`config.mk`:
```
export PLATFORM = sky130hd
export DESIGN_NAME = mips_multicycle_seq_flat
export DESIGN_NICKNAME = d
export VERILOG_FILES = /design/src/rtl/mips_multicycle_seq_if.sv /design/src/rtl/mips_multicycle_seq.sv /design/src/flat_wrapper.sv
export SDC_FILE = /design/constraint.sdc
export NUM_CORES = 1
export LEC_CHECK = 0
export ABC_AREA = 1
export CAP_MARGIN = 20
export CORE_ASPECT_RATIO = 1.1
export CORE_UTILIZATION = 40
export CTS_CLUSTER_SIZE = 12
export DETAILED_ROUTE_END_ITERATION = 16
export PLACE_DENSITY = 0.83
export SLEW_MARGIN = 25
export SYNTH_ARGS = -nofsm -noshare
export SYNTH_HDL_FRONTEND = slang
export SYNTH_SLANG_ARGS = --single-unit
```
`constraint.sdc`:
```
create_clock -name clock -period 2.06 [get_ports clock]
set_clock_uncertainty 0.1 [all_clocks]
set_input_delay 0.412 -clock clock [delete_from_list [all_inputs] [get_ports clock]]
set_output_delay 0.412 -clock clock [all_outputs]
set_load 0.05 [all_outputs]
```
`src/rtl/mips_multicycle_seq_if.sv`:
```
// Bundle of control and status signals between the multi-cycle sequencer and its datapath.
// master: the sequencer (drives strobes and status); slave: the datapath/memory side.
// Counter width follows CNT_W and must match the sequencer's CNT_W.
interface mips_multicycle_seq_if #(
  parameter int CNT_W = 32
);
  // Datapath -> sequencer
  logic             run;
  logic [5:0]       opfield;
  logic             alu_zero;
  logic             dm_ready;
  // Sequencer -> datapath
  logic             ir_we;
  logic             pc_we;
  logic             pc_branch;
  logic             reg_we;
  logic             dm_read;
  logic             dm_write;
  // Status
  logic [2:0]       state;
  logic             busy;
  logic             halted;
  logic             illegal_op;
  logic             mem_timeout;
  logic [CNT_W-1:0] instr_count;
  logic [CNT_W-1:0] cycle_count;

  modport master (
    input  run, opfield, alu_zero, dm_ready,
    output ir_we, pc_we, pc_branch, reg_we, dm_read, dm_write,
    output state, busy, halted, illegal_op, mem_timeout,
    output instr_count, cycle_count
  );

  modport slave (
    output run, opfield, alu_zero, dm_ready,
    input  ir_we, pc_we, pc_branch, reg_we, dm_read, dm_write,
    input  state, busy, halted, illegal_op, mem_timeout,
    input  instr_count, cycle_count
  );
endinterface

```
`src/rtl/mips_multicycle_seq.sv`:
```
// Multi-cycle MIPS sequencer: FETCH/DECODE/EXEC/MEM/WB with single-cycle write strobes.
// Latency: beq 3, R/sw 4, lw 5, illegal 2 cycles; MEM stretches until dm_ready or timeout.
// Backpressure: MEM holds dm_read/dm_write until dm_ready; MCSEQ_PERF_EN enables perf counters.
module mips_multicycle_seq #(
  parameter int         MEM_WAIT_MAX = 15,
  parameter logic [5:0] HALT_OPCODE  = 6'h3F,
  parameter int         CNT_W        = 32
) (
  input logic                 clock,
  input logic                 PCreset,
  mips_multicycle_seq_if.master bus
);

  typedef enum logic [2:0] {
    S_IDLE   = 3'd0,
    S_FETCH  = 3'd1,
    S_DECODE = 3'd2,
    S_EXEC   = 3'd3,
    S_MEM    = 3'd4,
    S_WB     = 3'd5,
    S_HALT   = 3'd6
  } state_t;

  localparam logic [5:0] OP_R   = 6'h00;
  localparam logic [5:0] OP_LW  = 6'h23;
  localparam logic [5:0] OP_SW  = 6'h2B;
  localparam logic [5:0] OP_BEQ = 6'h04;
  localparam logic [7:0] WAIT_LIMIT = 8'(MEM_WAIT_MAX);

  state_t     state_q;
  logic [5:0] op_q;
  logic [7:0] wait_q;
  logic       illegal_q;
  logic       timeout_q;

  // Decode of the live opfield, only acted on while in DECODE
  logic op_legal;
  logic op_halt;
  assign op_legal = (bus.opfield == OP_R)  || (bus.opfield == OP_LW) ||
                    (bus.opfield == OP_SW) || (bus.opfield == OP_BEQ);
  assign op_halt  = !op_legal && (bus.opfield == HALT_OPCODE);

  // Ungated strobes; reset masks them below so nothing is written in a reset cycle
  logic ir_we_s, pc_we_s, pc_branch_s, reg_we_s, dm_read_s, dm_write_s;

  // Strobe decode from the state register plus the few inputs that steer a same-cycle commit
  always_comb begin
    ir_we_s     = 1'b0;
    pc_we_s     = 1'b0;
    pc_branch_s = 1'b0;
    reg_we_s    = 1'b0;
    dm_read_s   = 1'b0;
    dm_write_s  = 1'b0;
    case (state_q)
      S_FETCH:  ir_we_s = 1'b1;
      S_DECODE: pc_we_s = !op_legal && !op_halt;
      S_EXEC: begin
        if (op_q == OP_BEQ) begin
          pc_we_s     = 1'b1;
          pc_branch_s = bus.alu_zero;
        end
      end
      S_MEM: begin
        dm_read_s  = (op_q == OP_LW);
        dm_write_s = (op_q == OP_SW);
        pc_we_s    = (op_q == OP_SW) && bus.dm_ready;
      end
      S_WB: begin
        reg_we_s = 1'b1;
        pc_we_s  = 1'b1;
      end
      default: ;
    endcase
  end

  assign bus.ir_we     = ir_we_s     && !PCreset;
  assign bus.pc_we     = pc_we_s     && !PCreset;
  assign bus.pc_branch = pc_branch_s && !PCreset;
  assign bus.reg_we    = reg_we_s    && !PCreset;
  assign bus.dm_read   = dm_read_s   && !PCreset;
  assign bus.dm_write  = dm_write_s  && !PCreset;

  assign bus.state       = state_q;
  assign bus.busy        = (state_q != S_IDLE) && (state_q != S_HALT);
  assign bus.halted      = (state_q == S_HALT);
  assign bus.illegal_op  = illegal_q;
  assign bus.mem_timeout = timeout_q;

  // Sequencer FSM: state, latched opcode, MEM wait counter and sticky error flags
  always_ff @(posedge clock) begin
    if (PCreset) begin
      state_q   <= S_IDLE;
      op_q      <= 6'h00;
      wait_q    <= 8'h00;
      illegal_q <= 1'b0;
      timeout_q <= 1'b0;
    end else begin
      case (state_q)
        S_IDLE: begin
          if (bus.run) state_q <= S_FETCH;
        end
        S_FETCH: state_q <= S_DECODE;
        S_DECODE: begin
          // Opcode is captured here so later opfield changes cannot redirect the instruction
          op_q <= bus.opfield;
          if (op_legal) begin
            state_q <= S_EXEC;
          end else if (op_halt) begin
            state_q <= S_HALT;
          end else begin
            illegal_q <= 1'b1;
            state_q   <= S_FETCH;
          end
        end
        S_EXEC: begin
          wait_q <= 8'h00;
          if (op_q == OP_BEQ)     state_q <= S_FETCH;
          else if (op_q == OP_R)  state_q <= S_WB;
          else                    state_q <= S_MEM;
        end
        S_MEM: begin
          // Ready on the limit cycle still completes the access
          if (bus.dm_ready) begin
            wait_q  <= 8'h00;
            state_q <= (op_q == OP_LW) ? S_WB : S_FETCH;
          end else if (wait_q == WAIT_LIMIT) begin
            timeout_q <= 1'b1;
            state_q   <= S_HALT;
          end else begin
            wait_q <= wait_q + 8'h01;
          end
        end
        S_WB:    state_q <= S_FETCH;
        S_HALT:  state_q <= S_HALT;
        default: state_q <= S_IDLE;
      endcase
    end
  end

`ifdef MCSEQ_PERF_EN
  logic [CNT_W-1:0] instr_q;
  logic [CNT_W-1:0] cycle_q;

  // Retired-instruction and busy-cycle counters, wrapping at 2^CNT_W
  always_ff @(posedge clock) begin
    if (PCreset) begin
      instr_q <= '0;
      cycle_q <= '0;
    end else begin
      if (bus.pc_we) instr_q <= instr_q + CNT_W'(1);
      if (bus.busy)  cycle_q <= cycle_q + CNT_W'(1);
    end
  end

  assign bus.instr_count = instr_q;
  assign bus.cycle_count = cycle_q;
`else
  assign bus.instr_count = '0;
  assign bus.cycle_count = '0;
`endif

endmodule

```
`src/flat_wrapper.sv`:
```
// flat-port wrapper written by rule: the top's interface ports become plain ports
module mips_multicycle_seq_flat 
#(
  parameter int         MEM_WAIT_MAX = 15,
  parameter logic [5:0] HALT_OPCODE  = 6'h3F,
  parameter int         CNT_W        = 32
)
  (clock, PCreset, bus_run, bus_opfield, bus_alu_zero, bus_dm_ready, bus_ir_we, bus_pc_we, bus_pc_branch, bus_reg_we, bus_dm_read, bus_dm_write, bus_state, bus_busy, bus_halted, bus_illegal_op, bus_mem_timeout, bus_instr_count, bus_cycle_count);
  mips_multicycle_seq_if #(.CNT_W(CNT_W)) bus_i ();
  input logic clock;
  input logic PCreset;
  input wire logic [$bits(bus_i.run)-1:0] bus_run;
  input wire logic [$bits(bus_i.opfield)-1:0] bus_opfield;
  input wire logic [$bits(bus_i.alu_zero)-1:0] bus_alu_zero;
  input wire logic [$bits(bus_i.dm_ready)-1:0] bus_dm_ready;
  output wire logic [$bits(bus_i.ir_we)-1:0] bus_ir_we;
  output wire logic [$bits(bus_i.pc_we)-1:0] bus_pc_we;
  output wire logic [$bits(bus_i.pc_branch)-1:0] bus_pc_branch;
  output wire logic [$bits(bus_i.reg_we)-1:0] bus_reg_we;
  output wire logic [$bits(bus_i.dm_read)-1:0] bus_dm_read;
  output wire logic [$bits(bus_i.dm_write)-1:0] bus_dm_write;
  output wire logic [$bits(bus_i.state)-1:0] bus_state;
  output wire logic [$bits(bus_i.busy)-1:0] bus_busy;
  output wire logic [$bits(bus_i.halted)-1:0] bus_halted;
  output wire logic [$bits(bus_i.illegal_op)-1:0] bus_illegal_op;
  output wire logic [$bits(bus_i.mem_timeout)-1:0] bus_mem_timeout;
  output wire logic [$bits(bus_i.instr_count)-1:0] bus_instr_count;
  output wire logic [$bits(bus_i.cycle_count)-1:0] bus_cycle_count;
  assign bus_i.run = bus_run;
  assign bus_i.opfield = bus_opfield;
  assign bus_i.alu_zero = bus_alu_zero;
  assign bus_i.dm_ready = bus_dm_ready;
  assign bus_ir_we = bus_i.ir_we;
  assign bus_pc_we = bus_i.pc_we;
  assign bus_pc_branch = bus_i.pc_branch;
  assign bus_reg_we = bus_i.reg_we;
  assign bus_dm_read = bus_i.dm_read;
  assign bus_dm_write = bus_i.dm_write;
  assign bus_state = bus_i.state;
  assign bus_busy = bus_i.busy;
  assign bus_halted = bus_i.halted;
  assign bus_illegal_op = bus_i.illegal_op;
  assign bus_mem_timeout = bus_i.mem_timeout;
  assign bus_instr_count = bus_i.instr_count;
  assign bus_cycle_count = bus_i.cycle_count;
  mips_multicycle_seq #(.MEM_WAIT_MAX(MEM_WAIT_MAX), .HALT_OPCODE(HALT_OPCODE), .CNT_W(CNT_W)) u_core (.clock(clock), .PCreset(PCreset), .bus(bus_i));
endmodule
```
== Word-level counts from Yosys, hierarchy flattened ==
Cells that the tools add are included.

* Latch bits: 0
* RAM bits: 0
* Flip-flop bits (word level): 19
* ROM bits: 0
* Memories: 0
* Bits of input ports: 11
* Word-level logic and storage cells: 72
* Output and inout port bits: 77

* Bitwise operators: 3
* Reductions and logical operators: 25
* Equality and inequality tests: 18
* Shift operators: 0
* Add/subtract/negate cells: 1
* Divide/modulo/power cells: 0
* Multiplexer cells: 20
* Order comparisons: 0
* Multiply operators: 0

{| class="wikitable"
|+ Operator list
! kind !! count
|-
| $eq A6 B6 Y1 const B || 5
|-
| $mux W3 || 7
|-
| $pmux W3 S7 || 1
|-
| $mux W8 || 2
|-
| $pmux W8 S2 || 1
|-
| $eq A6 B3 Y1 const B || 2
|-
| $logic_not A6 Y1 || 2
|-
| $logic_and A1 B1 Y1 || 10
|-
| $eq A3 B3 Y1 const B || 3
|-
| $add A8 B1 Y8 const B || 1
|-
| $eq A8 B4 Y1 const B || 1
|-
| $mux W1 || 8
|-
| $eq A3 B2 Y1 const B || 2
|-
| $ne A3 B3 Y1 const B || 2
|-
| $reduce_and A3 Y1 || 2
|-
| $pmux W1 S4 || 1
|-
| $reduce_and A2 Y1 || 2
|-
| $eq A3 B1 Y1 const B || 1
|-
| $logic_not A1 Y1 || 3
|-
| $logic_not A3 Y1 || 1
|-
| $logic_or A1 B1 Y1 || 3
|-
| $ne A3 B2 Y1 const B || 1
|-
| $not A1 Y1 || 3
|-
| $reduce_bool A3 Y1 || 1
|-
| 2 further kinds || 2
|}

== Longest topological paths before layout ==
Gate-level depths: netlist of the first run.

* Word-level depth: 10
* Depth in mapped cells: 10
* Mapped depth without buffers: 10

== Least setup slack after synthesis of the first run ==
Ideal clock, no wire load.

* Kind: register to output
* From: register u_core.state_q[2], in the netlist u_core.bus.state[2]
* To: output port bus_dm_write
* Required time: 1.548 ns
* Buffers on the path: 0
* Arrival: 2.503 ns
* Cell stages (with the launch flop): 3
* Setup slack: -0.955 ns
* Path through: dfxtp_1 nand2_4 nor4_1

* Word-level cells in the longest chain between the ends: 3

{| class="wikitable"
|+ RTL lines
! element !! RTL line !! text
|-
| start: declaration || mips_multicycle_seq.sv:30 || <nowiki>state_t state_q;</nowiki>
|-
| start signal: assignment || mips_multicycle_seq.sv:125 || <nowiki>state_q <= (op_q == OP_LW) ? S_WB : S_FETCH;</nowiki>
|-
| $eq A3 B3 Y1 || mips_multicycle_seq.sv:54 || <nowiki>case (state_q)</nowiki>
|-
| $mux W1 || mips_multicycle_seq.sv:54 ||
|-
| $logic_and A1 B1 Y1 || mips_multicycle_seq.sv:81 || <nowiki>assign bus.dm_write = dm_write_s && !PCreset;</nowiki>
|-
| end: declaration || flat_wrapper.sv:21 || <nowiki>output wire logic [$bits(bus_i.dm_write)-1:0] bus_dm_write;</nowiki>
|}

No other way between the ends.

== Final worst setup path of the first run ==
* From: input port PCreset
* To: output port bus_dm_write

* Word-level cells in the longest chain between the ends: 2

{| class="wikitable"
|+ RTL lines
! element !! RTL line !! text
|-
| start: declaration || flat_wrapper.sv:11 || <nowiki>input logic PCreset;</nowiki>
|-
| $logic_not A1 Y1 || mips_multicycle_seq.sv:81 ||
|-
| $logic_and A1 B1 Y1 || mips_multicycle_seq.sv:81 ||
|}

No other way between the ends.

==> results.yml, run 1 <==
clocking:
  clockBufferDepth: 2
  clock_sinks: 19
  cts_root_buf: "clkbuf_8"
  cts_buffers: 3
  clkSlewWorstSetupHoldPaths_ps: 70
  clock_latency_ps: 250
  cts_max_level: 1
  cts_tree: "built"
  cts_hold_buf: 0
placed_design:
  gp_congestion: 0.834
  io_buffer_count: 23
  pre_cts_ws_ps: -155
  dpl.hpwl_um: 2510
critical_path:
  crit_required_ps: 1550
  crit_path_start: "PCreset"
  worstPathCellList: "clkdlybuf4s50_1 > buf_4 > nor4_4 > buf_12"
  r2r_start: "u_core.wait_q[0]$_SDFFE_PP0P_"
  endpoint_kind: "output pin"
  crit_type: "primary input to output pin"
  rr_worst_depth: 8
  critPathLaunchType: "primary input"
  r2r-end: "u_core.wait_q[7]$_SDFFE_PP0P_"
  slowest_delay_ps: 400
  crit_arrival_ps: 1510
  r2r_setup_slack_ps: 430
  crit_slowest_cell: "clkdlybuf4s50_1"
  path_max_fanout: 8
floorplanning:
  core_area_um2: 3960
  die_x_um: 63.2
  rows: 24
  fp.dieH_um: 69.3
  dieArea_um2: 4370
  num_io_pins: 88
  start_util_pct: 41.5
grt:
  grt_use_total_pct: 14.3
  grt_pass1_vias: 1242
  grt_pass1_wl_um: 5180
  antenna_found_initial: 0
  grt_start_max_net_pins: 11
  globalRouteOverflowTotal: 0
timing:
  period_needed_ps: 2020
  setup_violations: 0
  timing.hold.ws_ps: 354
  period_share_pct: 98.0
  worst_pin_slew_ps: 507
  maxSlewViolCount: 0
  slew_headroom_pct: 66.1
  fin_ws_ps: 41.0
  max_freq_mhz: 495
  hold_viol_final: 0
  rsz0062_at_grt: "yes"
route:
  drtPass1Iterations: 4
  drc_errors: 0
  wl_per_cell_um: 9.13
  dr.first_iter.drc_count: 61
  ant_nets: 0
  vias: 1479
  via_per_inst: 4.35
  finalWirelength_um: 3100
synth:
  ys_seq_area_share_pct: 23.1
  synth_top_cell_area_share_pct: 29.2
  synth_cell_types: 24
  synthesis.instances: 250
  synth_area_um2: 1650
  synth_area_per_cell_um2: 6.58
  netlist_top_cells_area: "buf_4 (29%), dfxtp_1 (23%), nor2_1 (8.9%), nand2_1 (8.4%), inv_1 (5.5%)"
  synth-seq-cells: 19
  ys.warnings.count: 0
  yosysTopAreaCell: "buf_4"
hold_path:
  holdPathEnd: "u_core.bus.mem_timeout$_SDFFE_PP0P_"
  hold_class: "flip-flop to flip-flop"
  min-delay-start: "u_core.bus.mem_timeout$_SDFFE_PP0P_"
  min_path_cells: 2
finish:
  n_fill_cell: 398
  syn_to_final_growth_pct: 21.5
  final_cell_mix: "conb_1 (64), nand2_1 (35), nor2_1 (31)"
  drive_above_1_share_pct: 20.5
  fin_util_pct: 50.4
  fin_nets: 301
  diodes: 0
  final_common_cell: "conb_1"
power_and_ir_drop:
  peakVddDrop_mv: 0.350
  p_per_area_nw_per_um2: 590
  leakagePower_nw: 1.00
outcome:
  status: "finished clean"
run:
  cap_violations: 0
-- synthesized netlist by cell type, drive strengths merged --
| master | instances |
|---|---|
| nand4 | 12 |
| nor2 | 42 |
| nand3 | 15 |
| clkbuf | 2 |
| nor3 | 4 |
| or2 | 1 |
| dfxtp | 19 |
| nand2 | 41 |
| ha | 1 |
| a21oi | 11 |
| buf | 64 |
| inv | 26 |
| o21a | 1 |
| o21ai | 7 |
| xor2 | 1 |
| nor4 | 2 |
| conb | 1 |
-- power by group --
group / total (mW) / switching [mW] / internal, mW
registers: 0.403 / 0.0199 / 0.383
logic: 0.516 / 0.403 / 0.112
clock network: 0.261 / 0.124 / 0.137
-- what timing repair did --
item | CTS | global route
gates cloned | 0 | 0
gates resized for setup | 12 | 8
pin swaps | 4 | 2
endpoints found under the setup margin | 2 | 2
buffers inserted | 1 | 1
-- through the flow --
stage	power, mW	cells	TNS, ps	instance area (µm²)
floorplan	0.902	313	-37.8	1940
global placement	0.906	334	-149	1910
detailed placement	0.909	334	-155	1910
CTS	1.17	339	0	1960
global route	1.23	340	-11.8	2000
finish	1.18	340	0	2000
-- kinds of logic after synthesis --
| kind of cell | Yosys count | share of synthesized area (%) |
|---|---|---|
| xor+xnor | 1 | 0.532 |
| fa+ha+maj | 1 | 0.760 |
| simple gates | 117 | 33.8 |
| buf+inv | 92 | 35.6 |
| other cells | 1 | 0.228 |
| compound gates | 19 | 5.93 |
| flops | 19 | 23.1 |
-- worst max-delay path: cells and delay by family --
kind,cells,cell delay (ps)
and+or+nand+nor,1,340
buffers and inverters,3,760
-- layer usage --
metal  up-vias  GRT usage (%)  share of wire, %
met3         4           2.96               4.9
li1        747              -                 -
met5         -              0                 0
met2        56           28.0                55
met4         0           2.58               1.0
met1       672           15.6                39
-- worst max path at each step --
stage / endpoint
floorplan: bus_ir_we
global placement: bus_pc_we
detailed placement: bus_pc_we
CTS: bus_pc_we
global route: bus_pc_we
finish: bus_dm_write
-- state kept, by name (all words and copies together), names as in the netlist --
| register | cells |
|---|---|
| u_core.wait_q | 8 |
| u_core.op_q | 6 |
| u_core.bus.state | 3 |
| u_core.bus.illegal_op | 1 |
| u_core.bus.mem_timeout | 1 |
-- area by class of cell --
cell class	count	area (µm²)	share of cell area, %
flip-flops and latches	19	387	19.3
well taps	52	65.1	3.25
inverters	26	97.6	4.88
multi-input cells	202	1010	50.3
clock buffers	4	45.0	2.25
repair buffers	37	399	20.0
Power figures use the tool's default switching activity.
==> run 2: changes to the inputs <==
Settings changed: TNS_END_PERCENT set to 30.
==> results.yml, run 2 (synthesized netlist as in run 1, its figures left out) <==
route:
  wl_per_cell_um: 10.2
  dr.first_iter.drc_count: 65
  finalWirelength_um: 3650
  ant_nets: 0
  via_per_inst: 4.37
  drtPass1Iterations: 4
  vias: 1559
  drc_errors: 0
hold_path:
  hold_class: "primary input to flip-flop"
timing:
  worst_pin_slew_ps: 500
  period_share_pct: 97.8
  hold_viol_final: 0
  setup_violations: 0
  period_needed_ps: 2020
  max_freq_mhz: 496
  maxSlewViolCount: 0
  slew_headroom_pct: 66.6
  rsz0062_at_grt: "yes"
  finalSetupTns_ps: 0
floorplanning:
  num_io_pins: 88
  core_area_um2: 3960
  dieArea_um2: 4370
  start_util_pct: 41.5
  die_x_um: 63.2
  fp.dieH_um: 69.3
  rows: 24
placed_design:
  gp_congestion: 0.835
  io_buffer_count: 23
  dpl.hpwl_um: 2520
grt:
  antenna_found_initial: 0
  grt_pass1_wl_um: 5890
  grt_start_max_net_pins: 13
  grt_use_total_pct: 16.4
  grt_pass1_vias: 1363
  grt_use_met1_pct: 16.7
  grtUsageMet2_pct: 32.6
  globalRouteOverflowTotal: 0
  top_usage_layer: "met2"
  met3_usage_pct: 2.63
finish:
  final_common_cell: "conb_1"
  n_fill_cell: 358
  syn_to_final_growth_pct: 30.6
  largest_register: "u_core.wait_q"
  multi_input_area_um2: 1010
  diodes: 0
  fin_nets: 318
  regArea_um2: 395
  largest_register_ffs: 8
  final_cell_mix: "conb_1 (64), nand2_1 (34), nor2_1 (33), buf_4 (33), inv_1 (21)"
  drive_above_1_share_pct: 27.5
  fin_util_pct: 54.2
critical_path:
  critPathLaunchType: "primary input"
  endpoint_kind: "output pin"
  crit_arrival_ps: 1500
  crit_type: "primary input to output pin"
  path_max_fanout: 12
  crit_required_ps: 1550
power_and_ir_drop:
  finalPower_mw: 1.23
  peakVddDrop_mv: 0.260
  p_per_area_nw_per_um2: 571
  leakagePower_nw: 1.09
clocking:
  cts_buffers: 3
  cts_hold_buf: 0
  cts_root_buf: "clkbuf_8"
  cts_max_level: 1
  clockBufferDepth: 2
  clkSlewWorstSetupHoldPaths_ps: 80
  clock_sinks: 19
  cts_tree: "built"
  clock_latency_ps: 260
outcome:
  status: "finished clean"
run:
  cap_violations: 0
-- run 2: cell types whose count changed in the layout (fill, tap and decap cells not counted), moves of 2 or more --
cell           before  now
dlygate4sd2_1       7    4
nor2_2              6    4
clkbuf_2            0    2
dfxtp_1            16   13
buf_4              17   33
dfxtp_4             1    3
nor2_1             31   33
inv_1              23   21
-- run 2: where the power goes --
| part | internal (mW) | total (mW) | switching (mW) |
|---|---|---|---|
| clock network | 0.135 | 0.276 | 0.140 |
| registers | 0.383 | 0.405 | 0.0218 |
| logic | 0.132 | 0.547 | 0.415 |
-- run 2: timing repair --
item                                    in CTS  in global routing
endpoints found under the setup margin       3                  4
pin swaps                                   10                  9
resized for setup                           16                 21
buffers inserted                            13                  5
-- run 2: through the flow --
| stage | cell area, µm² | hold WS (ps) | worst slack [ps] | cells |
|---|---|---|---|---|
| detailed placement | 1910 | 343 | -149 | 335 |
| finish | 2150 | 299 | 44.8 | 357 |
| global route | 2150 | 328 | -21.3 | 357 |
| floorplan | 1920 | 357 | -232 | 313 |
| CTS | 2080 | 354 | 1.60 | 352 |
| global placement | 1910 | 343 | -142 | 335 |
-- run 2: path summary, 6_finish.rpt --
kind	startpoint	end	slack (ps)	depth (start not counted)
worst min-delay path	bus_opfield[0]	u_core.op_q[0]$_SDFFE_PP0P_	300	3
worst min register to register	u_core.bus.mem_timeout$_SDFFE_PP0P_	u_core.bus.mem_timeout$_SDFFE_PP0P_	360	2
worst max register to register	u_core.wait_q[0]$_SDFFE_PP0P_	u_core.wait_q[7]$_SDFFE_PP0P_	430	8
worst max-delay path	PCreset	bus_pc_branch	40	6
-- run 2: layer usage --
metal	vias up	part of all wire [%]
met3	11	4.6
met1	709	38
li1	777	-
met2	62	55
met4	0	3.0
met5	-	0
-- run 2: critical path, cell delays in order --
cell and delay, ps:
clkdlybuf4s50_1 450, buf_12 170, inv_1 60, nand2_1 50
nor2_1 190, buf_12 170
-- run 2: final cells by class --
| class | count | share of cell area, % |
|---|---|---|
| clock buffer | 3 | 1.92 |
| tap | 52 | 3.03 |
| clock inverter | 1 | 0.233 |
| multi-input combinational | 202 | 46.9 |
| timing repair buffer | 54 | 24.8 |
| sequential | 19 | 18.4 |
| inverter | 26 | 4.66 |
==> run 3: changes to the inputs <==
Settings changed: CELL_PAD_IN_SITES_DETAIL_PLACEMENT set to 0, CELL_PAD_IN_SITES_GLOBAL_PLACEMENT set to 1, CORE_UTILIZATION 40 to 26, PLACE_DENSITY 0.83 to 0.82.
==> results.yml, run 3 (synthesized netlist as in run 1, its figures left out) <==
timing:
  setup_violations: 0
  max_freq_mhz: 504
  period_needed_ps: 1980
  worst_pin_slew_ps: 497
  finalSetupTns_ps: 0
  slew_headroom_pct: 66.8
  period_share_pct: 96.3
  maxSlewViolCount: 0
  rsz0062_at_grt: "no"
  fin_ws_ps: 77.1
  hold_viol_final: 0
critical_path:
  path_max_fanout: 4
  crit_type: "flip-flop to output pin"
  crit_required_ps: 1550
  critPathLaunchType: "flip-flop"
  crit_arrival_ps: 1470
  endpoint_kind: "output pin"
floorplanning:
  core_area_um2: 6160
  rows: 30
  dieArea_um2: 6650
  fp.dieH_um: 85.4
  die_x_um: 77.8
  num_io_pins: 88
  start_util_pct: 26.7
placed_design:
  io_buffer_count: 23
  pre_cts_ws_ps: -173
  gp_congestion: 0.813
  dpl.hpwl_um: 2730
route:
  wl_per_cell_um: 9.39
  dr.first_iter.drc_count: 78
  finalWirelength_um: 3570
  drc_errors: 0
  vias: 1511
  ant_nets: 0
  drtPass1Iterations: 4
  via_per_inst: 3.98
power_and_ir_drop:
  finalPower_mw: 1.22
  p_per_area_nw_per_um2: 562
  leakagePower_nw: 1.08
  peakVddDrop_mv: 0.305
finish:
  drive_above_1_share_pct: 26.7
  diodes: 0
  largest_register_ffs: 8
  syn_to_final_growth_pct: 31.9
  final_cell_mix: "conb_1 (64), nand2_1 (34), nor2_1 (30)"
  final_common_cell: "conb_1"
  largest_register: "u_core.wait_q"
  fin_nets: 313
  n_fill_cell: 664
outcome:
  status: "finished clean"
clocking:
  cts_max_level: 1
  clockBufferDepth: 2
  cts_buffers: 3
  clkSlewWorstSetupHoldPaths_ps: 80
  cts_tree: "built"
  clock_latency_ps: 260
  cts_hold_buf: 0
  clock_sinks: 19
  cts_root_buf: "clkbuf_8"
grt:
  globalRouteOverflowTotal: 0
  grt_use_total_pct: 11.1
  grt_pass1_vias: 1386
  antenna_found_initial: 0
  grt_start_max_net_pins: 12
  grt_pass1_wl_um: 5960
hold_path:
  hold_class: "flip-flop to flip-flop"
run:
  cap_violations: 0
run 3: path summary, 6_finish.rpt:
kind	to	slack [ps]	cells after the start	start
worst min register to register	u_core.bus.mem_timeout$_SDFFE_PP0P_	360	2	u_core.bus.mem_timeout$_SDFFE_PP0P_
worst max-delay path	bus_pc_we	80	7	u_core.op_q[5]$_SDFFE_PP0P_
worst max register to register	u_core.wait_q[7]$_SDFFE_PP0P_	410	8	u_core.wait_q[1]$_SDFFE_PP0P_
worst min-delay path	u_core.bus.mem_timeout$_SDFFE_PP0P_	360	2	u_core.bus.mem_timeout$_SDFFE_PP0P_
run 3: power breakdown:
part | internal, mW | switching [mW] | leakage (nW)
clock network | 0.135 | 0.139 | 0.0255
logic | 0.130 | 0.411 | 0.900
registers | 0.383 | 0.0216 | 0.157
run 3: critical path, stage by stage (launching register included):
cell and delay [ps]:
dfxtp_2 340, or2_4 250, nor2_4 120, nand3_2 90
nand3_2 80, nor2_2 40, nor2_2 130, buf_12 150
run 3: area by class of cell:
type                            instances  area [µm²]  area share (%)
Clock inverter                          1        5.00           0.231
Sequential cell                        19         392            18.0
Inverter                               26         100            4.61
Tap cell                               80         100            4.61
Clock buffer                            3        41.3            1.90
Multi-Input combinational cell        202        1030            47.5
Timing Repair Buffer                   49         502            23.1
run 3: metal layers:
| layer | up-vias | global-route usage, % | wire [µm] |
|---|---|---|---|
| met3 | 4 | 2.15 | 170 |
| met2 | 54 | 21.6 | 1930 |
| li1 | 764 | - | - |
| met4 | 0 | 3.09 | 36 |
| met1 | 689 | 11.9 | 1430 |
| met5 | - | 0 | 0 |
run 3: stage by stage:
step | hold slack, ps | instances | utilization, % | instance area, µm²
2_1_floorplan | 357 | 313 | - | 1920
3_3_place_gp | 345 | 364 | 31.7 | 1950
3_5_place_dp | 353 | 364 | 31.7 | 1950
4_1_cts | 366 | 376 | 33.8 | 2080
5_1_grt | 395 | 380 | 35.3 | 2170
6_report | 362 | 380 | 35.3 | 2170
run 3: what timing repair did:
action | 4_1_cts | 5_1_grt
setup buffers | 8 | 4
gates resized for setup | 17 | 19
pin swaps | 9 | 8
cloned | 0 | 0
endpoints found under the setup margin | 2 | 3
endpoints found under the hold margin | 0 | 0
